**src/rtl/common_pkg.sv**
```systemverilog
// Shared defaults for the NoC building blocks: payload width, VC count and
// downstream VC FIFO depth.
package common_pkg;

  localparam int DEFAULT_D_W           = 8;
  localparam int DEFAULT_VC_W          = 2;
  localparam int DEFAULT_VC_FIFO_DEPTH = 4;

endpackage

```
**src/rtl/noc_vc_rr_pick.sv**
```systemverilog
// Round-robin one-hot picker: grants the first eligible VC strictly after
// last_gnt, wrapping around; an all-zero last_gnt starts the search at VC0.
module noc_vc_rr_pick #(
  parameter int VC_W = 2
) (
  input  logic [VC_W-1:0] eligible,
  input  logic [VC_W-1:0] last_gnt,
  output logic [VC_W-1:0] gnt
);

  logic [VC_W-1:0] above_mask;
  logic [VC_W-1:0] eligible_hi;

  // Bits strictly above the one-hot last grant; the top VC yields an empty mask.
  assign above_mask  = ~((last_gnt << 1) - VC_W'(1));
  assign eligible_hi = eligible & above_mask;

  assign gnt = (eligible_hi != '0) ? (eligible_hi & (~eligible_hi + VC_W'(1)))
                                   : (eligible & (~eligible + VC_W'(1)));

endmodule

```
**src/rtl/noc_inject_ni.sv**
```systemverilog
// Injection network interface: buffers client packets in a 2-entry FIFO and
// issues them to a switch rx port under per-VC credit flow control.
module noc_inject_ni
  import common_pkg::*;
#(
  parameter int N             = 2,
  parameter int A_W           = $clog2(N) + 1,
  parameter int D_W           = DEFAULT_D_W,
  parameter int VC_W          = DEFAULT_VC_W,
  parameter int VC_FIFO_DEPTH = DEFAULT_VC_FIFO_DEPTH
) (
  input  logic                 clk,
  input  logic                 rst,
  input  logic                 in_valid,
  output logic                 in_ready,
  input  logic [A_W-1:0]       in_dest,
  input  logic [D_W-1:0]       in_data,
  output logic [VC_W-1:0]      tx_vc_target,
  output logic [A_W+D_W-1:0]   tx_packet,
  input  logic [VC_W-1:0]      tx_vc_credit_gnt,
  output logic                 err_credit_ovf,
  output logic [31:0]          sent_count
);

  localparam int                CRED_W   = $clog2(VC_FIFO_DEPTH) + 1;
  localparam logic [CRED_W-1:0] CRED_MAX = CRED_W'(VC_FIFO_DEPTH - 1);
  localparam int                PKT_W    = A_W + D_W;

  logic [PKT_W-1:0]  fifo_q [2];
  logic [PKT_W-1:0]  fifo_d [2];
  logic              rd_ptr_q, rd_ptr_d;
  logic              wr_ptr_q, wr_ptr_d;
  logic [1:0]        count_q, count_d;
  logic              in_ready_q, in_ready_d;
  logic [CRED_W-1:0] credit_q [VC_W];
  logic [CRED_W-1:0] credit_d [VC_W];
  logic [VC_W-1:0]   last_q, last_d;
  logic [VC_W-1:0]   tx_vc_target_q, tx_vc_target_d;
  logic [PKT_W-1:0]  tx_packet_q, tx_packet_d;
  logic              ovf_q, ovf_d;
  logic [31:0]       sent_q, sent_d;

  logic [VC_W-1:0]   eligible;
  logic [VC_W-1:0]   pick;
  logic [VC_W-1:0]   issue_vc;
  logic [VC_W-1:0]   ovf_hit;
  logic              push;
  logic              pop;

  noc_vc_rr_pick #(
    .VC_W (VC_W)
  ) u_pick (
    .eligible (eligible),
    .last_gnt (last_q),
    .gnt      (pick)
  );

  assign issue_vc = (count_q != 2'd0) ? pick : '0;
  assign pop      = |issue_vc;
  assign push     = in_valid & in_ready_q;

  // A grant and an issue on the same VC cancel; a grant at full credit saturates.
  generate
    for (genvar gi = 0; gi < VC_W; gi++) begin : g_credit
      logic inc;
      logic dec;
      assign eligible[gi] = (credit_q[gi] != '0);
      assign inc          = tx_vc_credit_gnt[gi] & ~issue_vc[gi] & (credit_q[gi] != CRED_MAX);
      assign dec          = issue_vc[gi] & ~tx_vc_credit_gnt[gi];
      assign ovf_hit[gi]  = tx_vc_credit_gnt[gi] & ~issue_vc[gi] & (credit_q[gi] == CRED_MAX);
      assign credit_d[gi] = inc ? credit_q[gi] + CRED_W'(1) :
                            dec ? credit_q[gi] - CRED_W'(1) : credit_q[gi];
    end
  endgenerate

  always_comb begin
    fifo_d         = fifo_q;
    wr_ptr_d       = wr_ptr_q;
    rd_ptr_d       = rd_ptr_q;
    tx_packet_d    = tx_packet_q;
    last_d         = last_q;
    if (push) begin
      fifo_d[wr_ptr_q] = {in_dest, in_data};
      wr_ptr_d         = ~wr_ptr_q;
    end
    if (pop) begin
      rd_ptr_d    = ~rd_ptr_q;
      tx_packet_d = fifo_q[rd_ptr_q];
      last_d      = issue_vc;
    end
    count_d        = count_q + {1'b0, push} - {1'b0, pop};
    in_ready_d     = ~count_d[1];
    tx_vc_target_d = issue_vc;
    sent_d         = sent_q + 32'(pop);
    ovf_d          = ovf_q | (|ovf_hit);
  end

  always_ff @(posedge clk) begin
    if (!rst) begin
      rd_ptr_q       <= 1'b0;
      wr_ptr_q       <= 1'b0;
      count_q        <= 2'd0;
      in_ready_q     <= 1'b0;
      for (int i = 0; i < VC_W; i++) begin
        credit_q[i] <= CRED_MAX;
      end
      last_q         <= VC_W'(1) << (VC_W - 1);
      tx_vc_target_q <= '0;
      tx_packet_q    <= '0;
      ovf_q          <= 1'b0;
      sent_q         <= 32'd0;
    end else begin
      rd_ptr_q       <= rd_ptr_d;
      wr_ptr_q       <= wr_ptr_d;
      count_q        <= count_d;
      in_ready_q     <= in_ready_d;
      for (int i = 0; i < VC_W; i++) begin
        credit_q[i] <= credit_d[i];
      end
      last_q         <= last_d;
      tx_vc_target_q <= tx_vc_target_d;
      tx_packet_q    <= tx_packet_d;
      ovf_q          <= ovf_d;
      sent_q         <= sent_d;
    end
  end

  // Payload storage needs no reset; occupancy alone decides validity.
  always_ff @(posedge clk) begin
    fifo_q <= fifo_d;
  end

  assign in_ready       = in_ready_q;
  assign tx_vc_target   = tx_vc_target_q;
  assign tx_packet      = tx_packet_q;
  assign err_credit_ovf = ovf_q;
  assign sent_count     = sent_q;

endmodule

```
**config.mk**
```make
export PLATFORM = sky130hd
export DESIGN_NAME = noc_inject_ni
export DESIGN_NICKNAME = d
export VERILOG_FILES = /design/src/rtl/common_pkg.sv /design/src/rtl/noc_vc_rr_pick.sv /design/src/rtl/noc_inject_ni.sv
export SDC_FILE = /design/constraint.sdc
export NUM_CORES = 1
export LEC_CHECK = 0
export BUFFER_PORTS_ARGS = -buffer_cell sky130_fd_sc_hd__buf_4
export CAP_MARGIN = 20
export CORE_UTILIZATION = 49
export CTS_BUF_LIST = sky130_fd_sc_hd__clkbuf_4
export CTS_CLUSTER_SIZE = 10
export DETAILED_ROUTE_END_ITERATION = 16
export PLACE_DENSITY = 0.72
export SETUP_SLACK_MARGIN = 0.2
export SYNTH_ARGS = -nofsm -noshare
export SYNTH_HDL_FRONTEND = slang
export SYNTH_SLANG_ARGS = --single-unit
export TNS_END_PERCENT = 1
```
**constraint.sdc**
```tcl
create_clock -name clk -period 5.69 [get_ports clk]
set_input_delay 1.138 -clock clk [delete_from_list [all_inputs] [get_ports clk]]
set_output_delay 1.138 -clock clk [all_outputs]
set_load 0.02 [all_outputs]
```
==> metrics.csv, run 1 <==
metric,value,unit
Max clock buf depth,2,
most frequent cells in the layout,"buf_4, dfxtp_1, nor2_1",
row count,29,
Via Count,2543,
asr flop ratio synth,0,%
clk sinks,77,
max-slew violations,0,
hold path depth,2,
Max VDD drop,298,µV
DP Area,0.00375,mm²
CTS H-tree depth,3,
"Slowest-stage cell, CP",a21oi_2,
"slowest stage delay, CP",0.76,ns
DRT iter0 DRCs,126,
initial antenna violation count,0,
CP Data Arrival Time,3.81,ns
period utilization,61.1,%
die span in y,83.6,µm
met3 wire length,244,µm
Sequential cell area,0.00174,mm²
Synth Warn #,0,
CTS Root Buffer Type,clkbuf_4,
Slew @ Worst Pin,0.940,ns
R2R depth,8,
wire length per cell,13.6,µm
CORE AREA,0.00639,mm²
Clock Latency Late Sink,0.40,ns
largest net degree at the start of global routing,41,
highest metal used,met4,
wl on met1,2980,µm
Synth area leaders,"dfxtp_1, edfxtp_1, mux2i_1",
CTS tree,built,
Post-Syn Area,0.00326,mm²
hold crit path type,reg2reg,
post-synth cell types,40,
final instance area,0.00391,mm²
WP data required,6.02,ns
vias in the first global route,2280,
multi-input logic area,0.00142,mm²
post-CTS sizing,0,
postcts setup bufs,0,
worst reg2reg path startpoint,credit_q[0][0]$_SDFFE_PN1P_,
Detail Route Antenna Nets,0,
Layout Skew,0.0129,ns
gp weighted congestion,0.750,
Worst-path clk slew,0.12,ns
layout cells sized above 1,22.9,%
"EDFF count, synth",20,
first-pass GRT wire length,10500,µm
CP startpoint kind,register,
hold_buf cts,0,
final hold violations,0,
power density over cell area,390,mW/mm²
met2 wire len,2950,µm
layout net count,396,
"Seq/Total Area, Yosys",53.4,%
syn_area_per_cell,10.3,µm²
Syn Inst Count,317,
Seq cells post-synth,77,
"most used cell, CP",ha_1,
final wirelength,6240,µm
"most common cell after layout, fill and taps aside",buf_4,
DRC Markers,0,
cts bufs inserted,9,
post-DR vias/cell,5.56,
hold endpoint,sent_count[31]$_SDFF_PN0_,
Fill cells,543,
Setup Viol. Count Final,0,
RSZ-0062 raised after global routing,false,
Fin Setup TNS,0,ns
Max-slew headroom,37.3,%
gr ovfl total,0,
outcome,"complete, no violations",
Post-Syn Nets,338,
"setup slack, reg-to-reg",2.21,ns
diodes inserted,0,
# port buffers,60,
Leak,1.45,nW
top cell type's share of synthesized area,35.0,%
R2R Path End,sent_count[26]$_SDFF_PN0_,
top-level I/O count,61,
Syn-to-layout area delta,19.8,%
GRT Util Overall,18.6,%
Initial DRT Pass Iterations,4,
CP endpoint kind,register,
minimum clock period,3.48,ns
worst setup path category,reg2reg,
crit path cell chain,"nor3_1, a21oi_2, ha_1, ha_1, and4_1, nand4_1, or4_1, a21oi_1",
Die Area,0.00699,mm²
max-cap viol count,0,
Initial Utilization,51.1,%
Die X,83.6,µm
Synth area leader,dfxtp_1,
critical path peak fanout,23,
achievable clock frequency,288,MHz
DP HPWL,4320,µm
hold path start,sent_count[31]$_SDFF_PN0_,
Post-synth top flop,dfxtp_1,
==> through the flow <==
stage          util (%)  instances  hold slack, ns  power [W]  setup WS (ns)
4_1_cts            61.2        457           0.503    0.00155           2.22
6_report           61.2        457           0.500    0.00153           2.21
3_5_place_dp       58.7        441           0.485    0.00118           2.25
5_1_grt            61.2        457           0.534    0.00162           1.90
2_1_floorplan         -        317           0.460    0.00104           2.88
3_3_place_gp       58.7        441           0.460    0.00117           2.35
==> worst max-delay path by stage <==
stage	from	endpoint	slack, ns	cells past startpoint
after global routing	credit_q[0][3]$_SDFFE_PN1P_	sent_count[26]$_SDFF_PN0_	1.90	8
after detailed placement	credit_q[0][0]$_SDFFE_PN1P_	sent_count[26]$_SDFF_PN0_	2.25	8
after CTS	credit_q[0][3]$_SDFFE_PN1P_	sent_count[26]$_SDFF_PN0_	2.22	8
final	credit_q[0][0]$_SDFFE_PN1P_	sent_count[26]$_SDFF_PN0_	2.21	8
after floorplan	credit_q[0][3]$_SDFFE_PN1P_	sent_count[18]$_SDFF_PN0_	2.88	11
after global placement	credit_q[0][0]$_SDFFE_PN1P_	sent_count[26]$_SDFF_PN0_	2.35	8
==> synthesized netlist by cell type, types with 3 or more instances <==
master    count
o31ai_1      10
and4_2        3
nand4_1       9
mux2_2        3
mux2i_1      16
dfxtp_1      57
ha_1          4
or4_1        12
edfxtp_1     20
clkbuf_1     10
and2_1        5
nor3_1        4
xnor2_1       7
nand2_1      16
inv_1         8
nand3_1      12
or3_1         8
o21ai_0      11
nand2b_1      5
nor2_1       33
a211oi_1     11
xor2_1        7
a21oi_1      22
==> routing by layer <==
layer  vias to the layer above  track usage [%]
met2                        56             30.5
met3                         5             3.76
met5                         -                0
li1                       1279                -
met1                      1203             24.1
met4                         0             7.55
==> area by class of cell <==
type | instances | area share [%]
Tap cell | 77 | 2.46
Timing Repair Buffer | 61 | 11.7
Multi-Input combinational cell | 217 | 36.3
Sequential cell | 77 | 44.6
Clock buffer | 10 | 1.92
Inverter | 9 | 0.864
Clock inverter | 6 | 2.21
==> state kept, by name, indices dropped and copies added (netlist names) <==
signal,flops
sent_count,32
fifo_q,20
tx_packet,10
credit_q,6
count_q,2
tx_vc_target,2
err_credit_ovf,1
in_ready,1
last_q,1
rd_ptr_q,1
wr_ptr_q,1
==> cells by family after synthesis <==
logic type	synth area share [%]
buffers and inverters	3.30
adder cells (fa/ha/maj)	2.76
multiplexers	5.94
AND/OR/NAND/NOR	19.5
XOR/XNOR	3.76
AO/OA/AOI/OAI	11.4
flip-flops	53.4
==> power by group <==
part	switching, W	leakage (nW)	internal [W]
registers	0.0000782	0.647	0.000652
logic	0.000229	0.720	0.000200
clock network	0.000183	0.0884	0.000184
total	0.000490	1.45	0.00104
==> worst max-delay path: cells and delay by family (launching register included) <==
family,cells,cell delay (ns)
fa+ha+maj,2,0.59
flops,1,0.44
simple gates,4,1.47
compound gates,2,0.92
No activity file was read; power rests on OpenSTA's default activity.
==> run 2: changes to the inputs <==
==> constraint.sdc (replaced) <==
create_clock -name clk -period 3.4 [get_ports clk]
set_input_delay 0.68 -clock clk [delete_from_list [all_inputs] [get_ports clk]]
set_output_delay 0.68 -clock clk [all_outputs]
set_load 0.02 [all_outputs]
==> run 2 against run 1 <==
Via count about the same. Worst setup slack lost 1.6 ns. Die area did not move. Worst hold slack lost 0.051 ns. Count of clock-buffer cells in the layout fell by 1. Sequential cell count unchanged. Non-clock buffer count grew 3. Register-to-register slack lost 1.6 ns. Critical path type unchanged. Largest cell class unchanged.
==> metrics.csv, run 2 (synthesized netlist as in run 1, its figures left out) <==
metric,value,unit,change
Via Count,2545,,was 2543
Initial Utilization,51.1,%,unchanged
gr ovfl total,0,,unchanged
final instance area,0.00390,mm²,was 0.00391 mm²
wire length per cell,13.5,µm,was 13.6 µm
Fill cells,546,,was 543
CP Buf/Inv Count,0,,unchanged
max-slew violations,0,,unchanged
top-level I/O count,61,,unchanged
CP endpoint kind,register,,unchanged
Syn-to-layout area delta,19.6,%,was 19.8%
"most common cell after layout, fill and taps aside",buf_4,,unchanged
post-CTS sizing,0,,unchanged
worst reg2reg path startpoint,credit_q[0][3]$_SDFFE_PN1P_,,was credit_q[0][0]$_SDFFE_PN1P_
DRT iter0 DRCs,120,,was 126
diodes inserted,0,,unchanged
Fin Setup TNS,0,ns,unchanged
worst setup path category,reg2reg,,unchanged
clk sinks,77,,unchanged
achievable clock frequency,354,MHz,was 288 MHz
"setup slack, reg-to-reg",0.57,ns,was 2.21 ns
period utilization,83.2,%,was 61.1%
# port buffers,60,,unchanged
final wirelength,6190,µm,was 6240 µm
Setup Viol. Count Final,0,,unchanged
CORE AREA,0.00639,mm²,unchanged
outcome,"complete, no violations",,unchanged
crit path cell chain,"nor3_1, a21oi_2, ha_1, ha_1, and4_1, nand4_1, or4_1, a21oi_1",,unchanged
Die Area,0.00699,mm²,unchanged
minimum clock period,2.83,ns,was 3.48 ns
Slew @ Worst Pin,0.851,ns,was 0.940 ns
Max-slew headroom,43.1,%,was 37.3%
layout cells sized above 1,23.0,%,was 22.9%
CP top delay family,simple AND/OR/NAND/NOR gates,,unchanged
Detail Route Antenna Nets,0,,unchanged
final hold violations,0,,unchanged
"most used cell, CP",ha_1,,unchanged
Leak,1.45,nW,about the same
DRC Markers,0,,unchanged
Layout Skew,0.0190,ns,was 0.0129 ns
R2R depth,8,,unchanged
DP HPWL,4330,µm,was 4320 µm
hold endpoint,fifo_q[15]$_DFFE_PP_,,was sent_count[31]$_SDFF_PN0_
CTS tree,built,,unchanged
gp weighted congestion,0.777,,was 0.750
CP Depth,8,,unchanged
hold crit path type,in2reg,,was reg2reg
CTS H-tree depth,3,,unchanged
CP Data Arrival Time,3.17,ns,was 3.81 ns
power density over cell area,637,mW/mm²,was 390 mW/mm²
Die X,83.6,µm,unchanged
vias in the first global route,2340,,was 2280
R2R Path End,sent_count[26]$_SDFF_PN0_,,unchanged
max-cap viol count,0,,unchanged
largest net degree at the start of global routing,30,,was 41
hold_buf cts,0,,unchanged
layout net count,399,,was 396
Initial DRT Pass Iterations,4,,unchanged
Clock Latency Late Sink,0.41,ns,was 0.40 ns
RSZ-0062 raised after global routing,false,,unchanged
WP data required,3.74,ns,was 6.02 ns
Worst-path clk slew,0.13,ns,was 0.12 ns
hold path start,in_data[5],,was sent_count[31]$_SDFF_PN0_
"slowest stage delay, CP",0.61,ns,was 0.76 ns
max reg flops,32,,unchanged
GRT Util Overall,18.5,%,was 18.6%
postcts setup bufs,0,,unchanged
multi-input logic area,0.00142,mm²,unchanged
Max clock buf depth,2,,unchanged
post-DR vias/cell,5.53,,was 5.56
row count,29,,unchanged
Sequential cell area,0.00174,mm²,unchanged
CP startpoint kind,register,,unchanged
die span in y,83.6,µm,unchanged
most frequent cells in the layout,"buf_4, dfxtp_1, nor2_1",,unchanged
CTS Root Buffer Type,clkbuf_4,,unchanged
Max VDD drop,520,µV,was 298 µV
initial antenna violation count,0,,unchanged
first-pass GRT wire length,10500,µm,about the same
DP Area,0.00377,mm²,was 0.00375 mm²
cts bufs inserted,9,,unchanged
"Slowest-stage cell, CP",or4_1,,was a21oi_2
hold path depth,1,,was 2
critical path peak fanout,13,,was 23
[run 2: stage by stage]
step           utilization, %  setup WS (ns)  power, W  cells  hold slack (ns)
2_1_floorplan               -          0.587   0.00173    317            0.460
3_3_place_gp             59.0          0.785   0.00196    444            0.460
3_5_place_dp             59.0          0.644   0.00197    444            0.481
4_1_cts                  61.1          0.597   0.00251    460            0.429
5_1_grt                  61.1          0.276   0.00264    460            0.423
6_report                 61.1          0.572   0.00249    460            0.449
[run 2: layout make-up]
type                    instances  share of cell area (%)
well taps                      77                    2.47
multi-input cells             217                    36.3
flip-flops and latches         77                    44.6
inverters                       9                   0.866
repair buffers                 64                    12.3
clock inverters                 7                    1.67
clock buffers                   9                    1.73
[run 2: power breakdown]
| part | leakage [nW] | switching [W] | total, W | internal [W] |
|---|---|---|---|---|
| clock | 0.0651 | 0.000317 | 0.000537 | 0.000220 |
| combinational | 0.734 | 0.000383 | 0.000725 | 0.000342 |
| sequential | 0.647 | 0.000132 | 0.00122 | 0.00109 |
| total | 1.45 | 0.000833 | 0.00249 | 0.00165 |
[run 2: how the worst max path moves through the flow]
stage                                            from                        end
after floorplan           credit_q[0][3]$_SDFFE_PN1P_  sent_count[18]$_SDFF_PN0_
after global placement    credit_q[0][3]$_SDFFE_PN1P_  sent_count[26]$_SDFF_PN0_
after detailed placement  credit_q[0][3]$_SDFFE_PN1P_  sent_count[26]$_SDFF_PN0_
after CTS                 credit_q[0][3]$_SDFFE_PN1P_  sent_count[26]$_SDFF_PN0_
after global routing      credit_q[0][3]$_SDFFE_PN1P_  sent_count[26]$_SDFF_PN0_
final                     credit_q[0][3]$_SDFFE_PN1P_  sent_count[26]$_SDFF_PN0_
[run 2: routing by layer]
layer,vias to the layer above,wire [µm],track usage (%)
li1,1298,-,-
met1,1181,2990,24.6
met2,62,2880,29.9
met3,4,285,3.66
met4,0,28,7.40
met5,-,0,0
